`src/rtl/sd_run_controller.sv`:
```
// Run sequencer for the coupled sigma-delta network: drives kin, settles, counts ones per channel, hands off results.
// Optional per-channel toggle counters are compiled in with SD_TOGGLE_CNT_EN.
module sd_run_controller #(
  parameter int BITWIDTH = 32,
  parameter int CNTW     = 16
) (
  input  logic                clk,
  input  logic                rst_n,
  input  logic                start,
  input  logic                abort,
  input  logic [BITWIDTH-1:0] k_value,
  input  logic [15:0]         settle_len,
  input  logic [15:0]         window_len,
  input  logic [2:0]          sd_in,
  output logic [BITWIDTH-1:0] kin,
  output logic                busy,
  output logic                res_valid,
  input  logic                res_ready,
  output logic [CNTW-1:0]     ones0,
  output logic [CNTW-1:0]     ones1,
  output logic [CNTW-1:0]     ones2,
`ifdef SD_TOGGLE_CNT_EN
  output logic [CNTW-1:0]     tog0,
  output logic [CNTW-1:0]     tog1,
  output logic [CNTW-1:0]     tog2,
`endif
  output logic [1:0]          fsm_state
);

  // Handshake: a result transfers on a rising edge where res_valid and res_ready are both high;
  // res_ready is ignored while res_valid is low, and res_valid holds until that edge.

  typedef enum logic [1:0] {
    IDLE    = 2'd0,
    SETTLE  = 2'd1,
    MEASURE = 2'd2,
    DONE    = 2'd3
  } state_t;

  state_t            state, state_next;
  logic [15:0]       cnt;
  logic [15:0]       win_q;
  logic [15:0]       win_eff;
  logic [CNTW-1:0]   ones_q [3];

  function automatic logic [CNTW-1:0] sat_inc(input logic [CNTW-1:0] v, input logic b);
    return (b && (v != {CNTW{1'b1}})) ? v + CNTW'(1) : v;
  endfunction

  assign win_eff   = (window_len == 16'd0) ? 16'd1 : window_len;
  assign busy      = (state != IDLE);
  assign res_valid = (state == DONE);
  assign fsm_state = state;
  assign ones0     = ones_q[0];
  assign ones1     = ones_q[1];
  assign ones2     = ones_q[2];

  always_ff @(posedge clk or negedge rst_n) begin
    if (!rst_n) state <= IDLE;
    else        state <= state_next;
  end

  always_comb begin
    state_next = state;
    case (state)
      IDLE:    if (start) state_next = (settle_len != 16'd0) ? SETTLE : MEASURE;
      SETTLE:  if (cnt == 16'd1) state_next = MEASURE;
      MEASURE: if (cnt == 16'd1) state_next = DONE;
      DONE:    if (res_ready) state_next = IDLE;
      default: state_next = IDLE;
    endcase
    if (abort) state_next = IDLE;
  end

  // One down-counter serves both phases; it is reloaded with the window length on leaving SETTLE.
  always_ff @(posedge clk or negedge rst_n) begin
    if (!rst_n) begin
      kin   <= '0;
      cnt   <= '0;
      win_q <= '0;
      for (int i = 0; i < 3; i++) ones_q[i] <= '0;
    end else if (abort) begin
      kin <= '0;
      cnt <= '0;
      for (int i = 0; i < 3; i++) ones_q[i] <= '0;
    end else begin
      case (state)
        IDLE: begin
          for (int i = 0; i < 3; i++) ones_q[i] <= '0;
          if (start) begin
            kin   <= k_value;
            win_q <= win_eff;
            cnt   <= (settle_len != 16'd0) ? settle_len : win_eff;
          end
        end
        SETTLE: cnt <= (cnt == 16'd1) ? win_q : cnt - 16'd1;
        MEASURE: begin
          cnt <= cnt - 16'd1;
          for (int i = 0; i < 3; i++) ones_q[i] <= sat_inc(ones_q[i], sd_in[i]);
        end
        DONE: begin
          if (res_ready) begin
            kin <= '0;
            for (int i = 0; i < 3; i++) ones_q[i] <= '0;
          end
        end
        default: kin <= '0;
      endcase
    end
  end

`ifdef SD_TOGGLE_CNT_EN
  logic [2:0]      sd_prev;
  logic [CNTW-1:0] tog_q [3];
  logic            tog_clr;

  assign tog0    = tog_q[0];
  assign tog1    = tog_q[1];
  assign tog2    = tog_q[2];
  assign tog_clr = abort || (state == IDLE) || ((state == DONE) && res_ready);

  always_ff @(posedge clk or negedge rst_n) begin
    if (!rst_n) begin
      sd_prev <= '0;
      for (int i = 0; i < 3; i++) tog_q[i] <= '0;
    end else begin
      sd_prev <= sd_in;
      if (tog_clr) begin
        for (int i = 0; i < 3; i++) tog_q[i] <= '0;
      end else if (state == MEASURE) begin
        for (int i = 0; i < 3; i++) tog_q[i] <= sat_inc(tog_q[i], sd_in[i] ^ sd_prev[i]);
      end
    end
  end
`endif

endmodule

```
`config.mk`:
```
export PLATFORM = sky130hd
export DESIGN_NAME = sd_run_controller
export DESIGN_NICKNAME = d
export VERILOG_FILES = /design/src/rtl/sd_run_controller.sv
export SDC_FILE = /design/constraint.sdc
export NUM_CORES = 1
export LEC_CHECK = 0
export BUFFER_PORTS_ARGS = -buffer_cell sky130_fd_sc_hd__buf_2
export CAP_MARGIN = 40
export CORE_ASPECT_RATIO = 1.1
export CORE_MARGIN = 3
export CORE_UTILIZATION = 35
export DETAILED_ROUTE_END_ITERATION = 7
export SLEW_MARGIN = 15
export SYNTH_ARGS = -nofsm -noshare
export SYNTH_HDL_FRONTEND = slang
export SYNTH_SLANG_ARGS = --single-unit
```
`constraint.sdc`:
```
create_clock -name clk -period 4.8 [get_ports clk]
set_input_delay 0.48 -clock clk [delete_from_list [all_inputs] [get_ports clk]]
set_output_delay 0.48 -clock clk [all_outputs]
set_load 0.02 [all_outputs]
```
==> metrics, run 1 <==
outcome=complete, no violations; # DRC=0; Post-synth top flop=dfrtp_1; post-layout util=45.7%; total wire length=18,200 microns; Core ar.=17,300 sq um; multi-input logic area=3190 sq um; # resized after CTS=0; top cell type's share of synthesized area=45.6%; All-Layer GR Usage=19.0%; top cells by area, synth=dfrtp_1, nand2_1, o21ai_0, mux2_2, nor2_1; CP delay by family, top=simple AND/OR/NAND/NOR gates; Distinct cells, synth=64; FF-to-FF path depth=6; drt pass-1 iters=5; Max stage delay on crit path=0.67 ns; Post CTS Setup Buffer Count=0; Slew @ Worst Pin=0.794 ns; Die Footprint=19,500 sq um; Boundary Pins=156; CP Class=register to register; die height=146 microns; 1st-iter DRT viols=300; ANT cells=0; vias in the first global route=5,711; drt via density=5.45; Detail Route Antenna Nets=0; unrepaired setup endpoints after global routing=no; Final HPWL DP=13,200 microns; Worst-Skew Late Latency=0.41 ns; largest net degree at the start of global routing=59; Peak Freq=352 MHz; syn_area_per_cell=9.15 sq um; # rows=50; Setup Total Neg Slack=0 ns; arrival time at the worst endpoint=3.19 ns; Worst Path Required=5.15 ns; post-synthesis sequential area ratio=45.6%; Hold/Removal Path Class=input pin to register; count of final setup violators=0; met3 GRT Util=3.82%; Layout area overhead=25.9%; Max VDD drop=0.287 mV; layout cells sized above 1=27.8%; Cell Pwr Density=520 nW/um^2; Max Slew Vio Count=0; crit-path max FO=21; via count=5,885; Final Hold Fails=0; instance count on the critical path=6; Startpoint Class=register; # nets final=913; Post-synth EDFFs=0; M2 GR Usage=30.9%; Root Buffer=clkbuf_16; htree depth=4; Reg area=2850 sq um; Tmin final=2.84 ns; Port-buffer cells=155; number of synthesis warnings=0; Reg clk slew, reported paths=0.05 ns; GRT met1 Usage=25.4%; Synth async-reset ratio=100%; first-pass GRT wire length=30,200 microns; Final Cycle Share=59.2%; clk sinks=114; number of buffers created by CTS=17; Die Width=134 microns; gpl congestion=0.811; CP endpoint kind=register; CP Cell Sequence=inv_1 > ha_1 > or3_1 > nand3_1 > o41ai_1 > a22o_1; filler cell count=1,749; post-synth top area cell=dfrtp_1; syn nets=765; Clock Tree Buf Depth=2; total grt overflow=0; # Max-Cap Violations=0; initial antenna violation count=0; Post-synth top cells=dfrtp_1, nand2_1, o21ai_0, nor2_1, nand3_1; worst-path cell with the longest stage delay=ha_1; synthesized flop and latch total=114; relative slew slack=47.1%; CTS tree=built; clock skew=0.00732 ns; count leader, synth=dfrtp_1; mapped cell area=6260 sq um; Leak Pwr=0.00358 uW; cell count after synthesis=684; GRT busiest layer=met2; wire per inst=16.9 microns; Hold Path Cell Cnt=3; Initial Util=36.3%; CP Buf/Inv Count=1
[layout by cell type, fill, tap and decap left out, types with 6 or more instances in the layout]
cell type / instances
a211oi_1: 10
a21oi_1: 23
a22o_1: 15
a31oi_1: 17
and2_1: 6
buf_2: 155
buf_4: 8
clkbuf_16: 17
clkinv_2: 7
dfrtp_1: 114
ha_1: 9
inv_1: 15
mux2_2: 17
mux2i_1: 8
nand2_1: 105
nand3_1: 27
nand4_1: 14
nor2_1: 40
nor3_1: 12
nor4_1: 15
o211ai_1: 8
o21ai_0: 63
o31ai_1: 14
o41ai_1: 7
or3_1: 9
or4_1: 16
xnor2_1: 6
[state kept, by name (all words and copies together), names as in the netlist]
| register | count |
|---|---|
| ones2 | 16 |
| cnt | 16 |
| ones1 | 16 |
| fsm_state | 2 |
| win_q | 16 |
| ones0 | 16 |
| kin | 32 |
[final timing paths]
kind	start	endpoint	slack [ns]
worst max-delay path	fsm_state[1]$_DFFE_PN0P_	cnt[9]$_DFFE_PN0P_	1.96
worst min-delay path	k_value[2]	kin[2]$_DFFE_PN0P_	0.31
worst max register to register	fsm_state[1]$_DFFE_PN0P_	cnt[9]$_DFFE_PN0P_	1.96
worst min register to register	kin[15]$_DFFE_PN0P_	kin[15]$_DFFE_PN0P_	0.47
max in group asynchronous	rst_n	kin[29]$_DFFE_PN0P_	3.48
min in group asynchronous	rst_n	ones0[8]$_DFFE_PN0P_	0.50
[area by class of cell]
type                       instances  area share (%)
clock inverter                    11            1.41
clock buffer                      21            5.84
timing repair buffer             168            11.6
sequential                       114            36.2
tap                              234            3.71
multi-input combinational        515            40.5
inverter                          16           0.762
[through the flow]
stage	std cells	total power (uW)	hold slack [ns]	instance area [sq um]	setup WS, ns
3_3_place_gp	1041	2850	0.457	7230	2.08
3_5_place_dp	1045	2890	0.387	7290	2.00
6_report	1079	4100	0.306	7890	1.96
5_1_grt	1079	4370	0.300	7890	1.65
4_1_cts	1078	4130	0.286	7870	1.96
2_1_floorplan	684	2410	0.184	6260	2.48
[logic make-up after synthesis]
group / after synthesis / synth area share (%)
buffers and inverters: 55 / 3.78
flip-flops: 114 / 45.6
adder cells (fa/ha/maj): 9 / 1.80
XOR/XNOR: 9 / 1.26
AO/OA/AOI/OAI: 196 / 20.7
multiplexers: 25 / 4.34
AND/OR/NAND/NOR: 276 / 22.6
[per-layer routing]
layer | up-vias | share of wire (%)
met5 | - | 0
met4 | 0 | 1.8
met3 | 30 | 5.4
met2 | 176 | 48
met1 | 2815 | 45
li1 | 2864 | -
[power breakdown]
part           total (uW)  switching [uW]  internal, uW
logic                1580            1000           570
clock network        1220             437           784
registers            1300             142          1160
total                4100            1580          2520
[what timing repair did]
item,CTS,global route
hold endpoints to repair,17,0
hold buffers,1,0
setup endpoints to repair,0,0
[worst reg2reg max path, stage by stage, from the launching register on]
cell	delay, ns
dfrtp_1	0.41
inv_1	0.09
ha_1	0.67
or3_1	0.27
nand3_1	0.56
o41ai_1	0.59
a22o_1	0.20
(Power assumes the default switching activity.)
==> run 2, diff against run 1 <==
==> constraint.sdc (replaced) <==
create_clock -name clk -period 3 [get_ports clk]
set_input_delay 0.3 -clock clk [delete_from_list [all_inputs] [get_ports clk]]
set_output_delay 0.3 -clock clk [all_outputs]
set_load 0.02 [all_outputs]
==> run 2 against run 1 <==
Against the previous run:
- sequential cell count unchanged
- maximum frequency up 14%
- combinational power up 63%
- power up 67%
- final area up 1.1%
- first-iteration DRC count down 3.7%
==> metrics, run 2 (synthesis gave the netlist of run 1 again) <==
# resized after CTS=0 (unchanged); Peak Freq=402 MHz (+14%); Cell Pwr Density=856 nW/um^2 (+65%); Port-buffer cells=155 (unchanged); relative slew slack=57.2% (+10 points); clock skew=0.00597 ns (-0.00135 ns); htree depth=4 (unchanged); Root Buffer=clkbuf_16; max FFs per register=32 (unchanged); 1st-iter DRT viols=289 (-3.7%); Startpoint Class=register; placed cells=1,054 (+0.86%); Hold/Removal Path Class=input pin to register; Worst Path Required=3.34 ns (-1.81 ns); CP Class=register to register; Place WS=0.533 ns (-1.47 ns); layout cells sized above 1=28.4% (+0.56 points); Final Hold Fails=0 (unchanged); Clock Tree Buf Depth=2 (unchanged); Finished Layout Cells=1,087 (+0.74%); Max stage delay on crit path=0.51 ns (-0.16 ns); CP most frequent cell=or4_1; first-pass GRT wire length=30,400 microns (+0.73%); Layout area overhead=27.4%; post-layout util=46.2% (+0.51 points); Setup Total Neg Slack=0 ns (unchanged); largest net degree at the start of global routing=92 (+56%); All-Layer GR Usage=19.1% (+0.097 points); Worst-Skew Late Latency=0.42 ns (about the same); # nets final=921 (+0.88%); Initial Util=36.3% (unchanged); total wire length=18,400 microns (+0.75%); outcome=complete, no violations; number of buffers created by CTS=17 (unchanged); unrepaired setup endpoints after global routing=no; GRT busiest layer=met2; Final HPWL DP=12,900 microns (-2.8%); Core ar.=17,300 sq um (unchanged); CP Cell Sequence=inv_1 > ha_1 > or4_1 > nand3_2 > o21a_1 > or4_1 > a21oi_1; clk sinks=114 (unchanged); total grt overflow=0 (unchanged); Reg area=2850 sq um (unchanged); CP endpoint kind=register; Reg clk slew, reported paths=0.06 ns (about the same); M2 GR Usage=30.9% (+0.051 points); Tmin final=2.49 ns (-0.352 ns); GRT met1 Usage=25.4% (about the same); wire per inst=16.9 microns (about the same); Die Footprint=19,500 sq um (unchanged); most frequent cells in the layout=buf_2, dfrtp_1, nand2_1; count of final setup violators=0 (unchanged); # Max-Cap Violations=0 (unchanged); arrival time at the worst endpoint=2.83 ns (-0.36 ns); die height=146 microns (unchanged); crit-path max FO=11 (-48%); largest reg by FF count=kin; CTS tree=built; vias in the first global route=5,779 (+1.2%); multi-input logic area=3190 sq um (unchanged); # DRC=0 (unchanged); initial antenna violation count=0 (unchanged); setup slack after layout=0.512 ns (-1.45 ns); Boundary Pins=156 (unchanged); worst-path cell with the longest stage delay=or4_1; via count=5,909 (+0.41%); gpl congestion=0.864 (+6.5%); ANT cells=0 (unchanged); Leak Pwr=0.00363 uW (+1.4%); Die Width=134 microns (unchanged); Max VDD drop=0.434 mV (+51%); Detail Route Antenna Nets=0 (unchanged); drt via density=5.44 (-0.33%); drt pass-1 iters=4 (-1); met3 GRT Util=4.48% (+0.65 points); Slew @ Worst Pin=0.636 ns (-0.158 ns); Final Cycle Share=82.9% (+24 points); # rows=50 (unchanged); most common cell after layout, fill and taps aside=buf_2; Max Slew Vio Count=0 (unchanged); filler cell count=1,679 (-4.0%)
## run 2: cell types whose count changed in the layout (fill, tap and decap cells not counted)
cell	before	now
buf_4	8	20
bufinv_16	2	5
buf_16	1	0
clkbuf_8	2	0
clkinv_4	1	0
buf_6	1	0
buf_8	2	0
buf_2	155	154
buf_12	0	1
clkbuf_1	2	3
clkinv_2	7	6
## run 2: per-stage QoR
stage / power (uW) / hold WS [ns] / area [sq um]
6_report: 6830 / 0.115 / 7970
2_1_floorplan: 3860 / 0.00441 / 6260
3_5_place_dp: 4660 / 0.224 / 7340
3_3_place_gp: 4640 / 0.225 / 7340
5_1_grt: 7270 / 0.116 / 7970
4_1_cts: 6870 / 0.103 / 7970
## run 2: metal layers
metal | routed length (microns) | vias to the layer above
met5 | 0 | -
met4 | 290 | 0
met3 | 995 | 24
met2 | 8770 | 158
met1 | 8300 | 2849
li1 | - | 2878
## run 2: timing repair
| item | in CTS | in global routing |
|---|---|---|
| endpoints found under the hold margin | 23 | 0 |
| setup endpoints to repair | 0 | 0 |
| buffers inserted | 0 | 0 |
| hold buffers | 1 | 0 |
## run 2: cell type report
type	count	area share (%)
inverters	16	0.753
multi-input cells	515	40.0
well taps	234	3.67
repair buffers	176	11.9
clock buffers	20	5.48
clock inverters	12	2.35
flip-flops and latches	114	35.8
## run 2: final timing paths
check | slack [ns] | depth (start not counted) | end | start
setup / recovery | 0.51 | 7 | ones2[11]$_DFFE_PN0P_ | fsm_state[0]$_DFFE_PN0P_
hold / removal | 0.12 | 3 | kin[27]$_DFFE_PN0P_ | k_value[27]
setup reg to reg | 0.51 | 7 | ones2[11]$_DFFE_PN0P_ | fsm_state[0]$_DFFE_PN0P_
hold reg to reg | 0.47 | 2 | kin[28]$_DFFE_PN0P_ | kin[28]$_DFFE_PN0P_
max in group asynchronous | 1.86 | 3 | kin[15]$_DFFE_PN0P_ | rst_n
min in group asynchronous | 0.32 | 2 | ones0[5]$_DFFE_PN0P_ | rst_n
## run 2: where the power goes
part	internal (uW)	switching, uW	leakage [uW]
logic	943	1630	0.00181
clock network	1460	712	0.000307
registers	1860	226	0.00151
total	4260	2560	0.00363
## run 2: critical path, delay by kind of cell (launching register included)
| family | cells | cell delay [ns] |
|---|---|---|
| DFF | 1 | 0.40 |
| and+or+nand+nor | 3 | 0.98 |
| buffers and inverters | 1 | 0.11 |
| adders and majority gates | 1 | 0.40 |
| AOI/OAI and AO/OA | 2 | 0.51 |
==> run 3, diff against run 2 <==
==> constraint.sdc (replaced) <==
create_clock -name clk -period 2 [get_ports clk]
set_input_delay 0.2 -clock clk [delete_from_list [all_inputs] [get_ports clk]]
set_output_delay 0.2 -clock clk [all_outputs]
set_load 0.02 [all_outputs]
==> run 3 against run 2 <==
Against the previous run:
- the flow now finishes with violations (negative setup slack)
- highest routed layer unchanged
- register-to-register slack worse by 0.55 ns
- cell count up 8.6%
- hold slack worse by 0.10 ns
- largest power group unchanged
- largest cell class unchanged
==> metrics, run 3 (synthesis gave the netlist of run 1 again) <==
outcome=finished with violations; failing checks=negative setup slack; setup slack after layout=-0.0356 ns (-0.548 ns); HP Start=k_value[18]; count of final setup violators=7 (+7); Setup Total Neg Slack=-0.141 ns (-0.141 ns); drt pass-1 iters=5 (+1); arrival time at the worst endpoint=2.38 ns (-0.45 ns); htree depth=4 (unchanged); filler cell count=1,594 (-5.1%); Tot Pwr=12,000 uW (+75%); clock skew=0.0166 ns (+0.0106 ns); # Max-Cap Violations=0 (unchanged); Tmin final=2.04 ns (-0.452 ns); Core ar.=17,300 sq um (unchanged); Final HPWL DP=13,900 microns (+8.2%); vias in the first global route=6,141 (+6.3%); # DRC=0 (unchanged); layout cells sized above 1=42.0% (+14 points); CP Cell Sequence=ha_4 > or3b_4 > buf_6 > nand3_4 > a31o_4 > or4_1 > a21oi_1; CP endpoint kind=register; 1st-iter DRT viols=453 (+57%); Place WS=-0.135 ns (-0.667 ns); Clk pwr share=26.7% (-5.1 points); clk sinks=114 (unchanged); die height=146 microns (unchanged); Slew @ Worst Pin=0.588 ns (-0.0481 ns); Critical R2R Capture=ones1[14]$_DFFE_PN0P_; first-pass GRT wire length=31,600 microns (+3.8%); R2R Setup Slk=-0.04 ns (-0.55 ns); Max Slew Vio Count=0 (unchanged); Die Width=134 microns (unchanged); total wire length=20,200 microns (+10%); initial antenna violation count=0 (unchanged); Die Footprint=19,500 sq um (unchanged); Worst Path Required=2.35 ns (-0.99 ns); total grt overflow=0 (unchanged); Reg clk slew, reported paths=0.06 ns (about the same); Leak Pwr=0.00428 uW (+18%); unrepaired setup endpoints after global routing=yes; # nets final=1,015 (+10%); Port-buffer cells=155 (unchanged); Clock Tree Buf Depth=2 (unchanged); Finished Layout Cells=1,181 (+8.6%); max FFs per register=32 (unchanged); gpl congestion=0.849 (-1.7%); CP Class=register to register; Final Cycle Share=102% (+19 points); drt via density=5.50 (+1.3%); Boundary Pins=156 (unchanged); placed cells=1,121 (+6.4%); Worst-Skew Late Latency=0.43 ns (about the same); Reg2Reg Launch Point=fsm_state[0]$_DFFE_PN0P_; relative slew slack=60.6% (+3.3 points); most frequent cells in the layout=buf_2, dfrtp_1, nand2_1; Final Hold Fails=0 (unchanged); Root Buffer=clkbuf_16; via count=6,501 (+10%); # rows=50 (unchanged); Layout area overhead=48.1%; crit-path max FO=6 (-5); Sw Share=38.9% (+1.3 points); Hold Path Cell Cnt=3 (unchanged); hold endpoint=kin[18]$_DFFE_PN0P_; Logic pwr share=47.5% (+9.9 points); Initial Util=36.3% (unchanged); largest net degree at the start of global routing=65 (-29%); Startpoint Class=register; Hold/Removal Path Class=input pin to register; Peak Freq=491 MHz (+22%); Sequential Power Share=25.8% (-4.7 points); Internal=7320 uW (+72%); worst-path cell with the longest stage delay=or4_1; FF-to-FF path depth=7 (unchanged); ANT cells=0 (unchanged); All-Layer GR Usage=19.9% (+0.82 points); Net Sw Power=4660 uW (+82%); largest reg by FF count=kin; CTS tree=built; number of buffers created by CTS=17 (unchanged); Max stage delay on crit path=0.47 ns (-0.04 ns); wire per inst=17.1 microns (+1.4%); Max VDD drop=0.722 mV (+66%); Detail Route Antenna Nets=0 (unchanged); Cell Pwr Density=1290 nW/um^2 (+51%); most common cell after layout, fill and taps aside=buf_2
run 3: cell types whose count changed in the layout (fill, tap and decap cells not counted), sizes merged, moves of 2 or more:
cell,delta
a31o,+2
buf,+85
bufinv,-2
dlygate4sd3,+3
inv,+4
run 3: per-layer routing:
layer / up-vias / GRT usage (%) / part of all wire, %
met4: 0 / 6.38 / 1.6
met3: 34 / 4.58 / 5.7
li1: 3081 / - / -
met1: 3152 / 25.2 / 42
met2: 234 / 33.7 / 51
met5: - / 0 / 0
run 3: worst max-delay path by stage:
stage | startpoint | to | cells past startpoint
6_report | fsm_state[0]$_DFFE_PN0P_ | ones1[14]$_DFFE_PN0P_ | 7
5_1_grt | cnt[1]$_DFFE_PN0P_ | cnt[8]$_DFFE_PN0P_ | 10
4_1_cts | fsm_state[0]$_DFFE_PN0P_ | ones1[14]$_DFFE_PN0P_ | 7
3_5_place_dp | fsm_state[0]$_DFFE_PN0P_ | ones0[3]$_DFFE_PN0P_ | 7
3_3_place_gp | fsm_state[0]$_DFFE_PN0P_ | ones0[3]$_DFFE_PN0P_ | 7
2_1_floorplan | fsm_state[1]$_DFFE_PN0P_ | ones2[13]$_DFFE_PN0P_ | 10
run 3: critical path: cells and delay by family, from the launching register on:
kind                     cells  cell delay [ns]
flip-flops                   1             0.45
AO/OA/AOI/OAI                2             0.38
AND/OR/NAND/NOR              3             0.83
adder cells (fa/ha/maj)      1             0.18
buffers and inverters        1             0.12
run 3: cell type report:
cell class | instances | area, sq um | share of cell area (%)
clock buffer | 18 | 439 | 4.74
inverter | 16 | 62.6 | 0.675
clock inverter | 14 | 179 | 1.93
tap | 234 | 293 | 3.16
sequential | 114 | 2860 | 30.8
timing repair buffer | 265 | 1750 | 18.9
multi-input combinational | 520 | 3690 | 39.8
run 3: repair_timing:
item                                   4_1_cts  5_1_grt
setup endpoints to repair                   38       87
gates cloned                                 3        2
hold buffers                                 3        1
resized for setup                           12       89
endpoints found under the hold margin       37        1
pin swaps                                    4       40
setup buffers                                2       17
run 3: stage by stage:
stage	util [%]	hold slack [ns]	instance area (sq um)
after CTS	50.5	0.00221	8730
after detailed placement	46.2	0.209	7980
final	53.7	0.0111	9270
after floorplan	-	-0.0956	6390
after global routing	53.7	0.0104	9270
after global placement	46.2	0.215	7980
run 3: power by group through the flow:
stage / combinational, uW / clock (uW) / sequential, uW
4_1_cts: 4790 / 3260 / 3080
3_3_place_gp: 4580 / 0 / 3100
2_1_floorplan: 2570 / 0 / 3370
3_5_place_dp: 4620 / 0 / 3110
5_1_grt: 6130 / 3360 / 3150
6_report: 5680 / 3200 / 3090
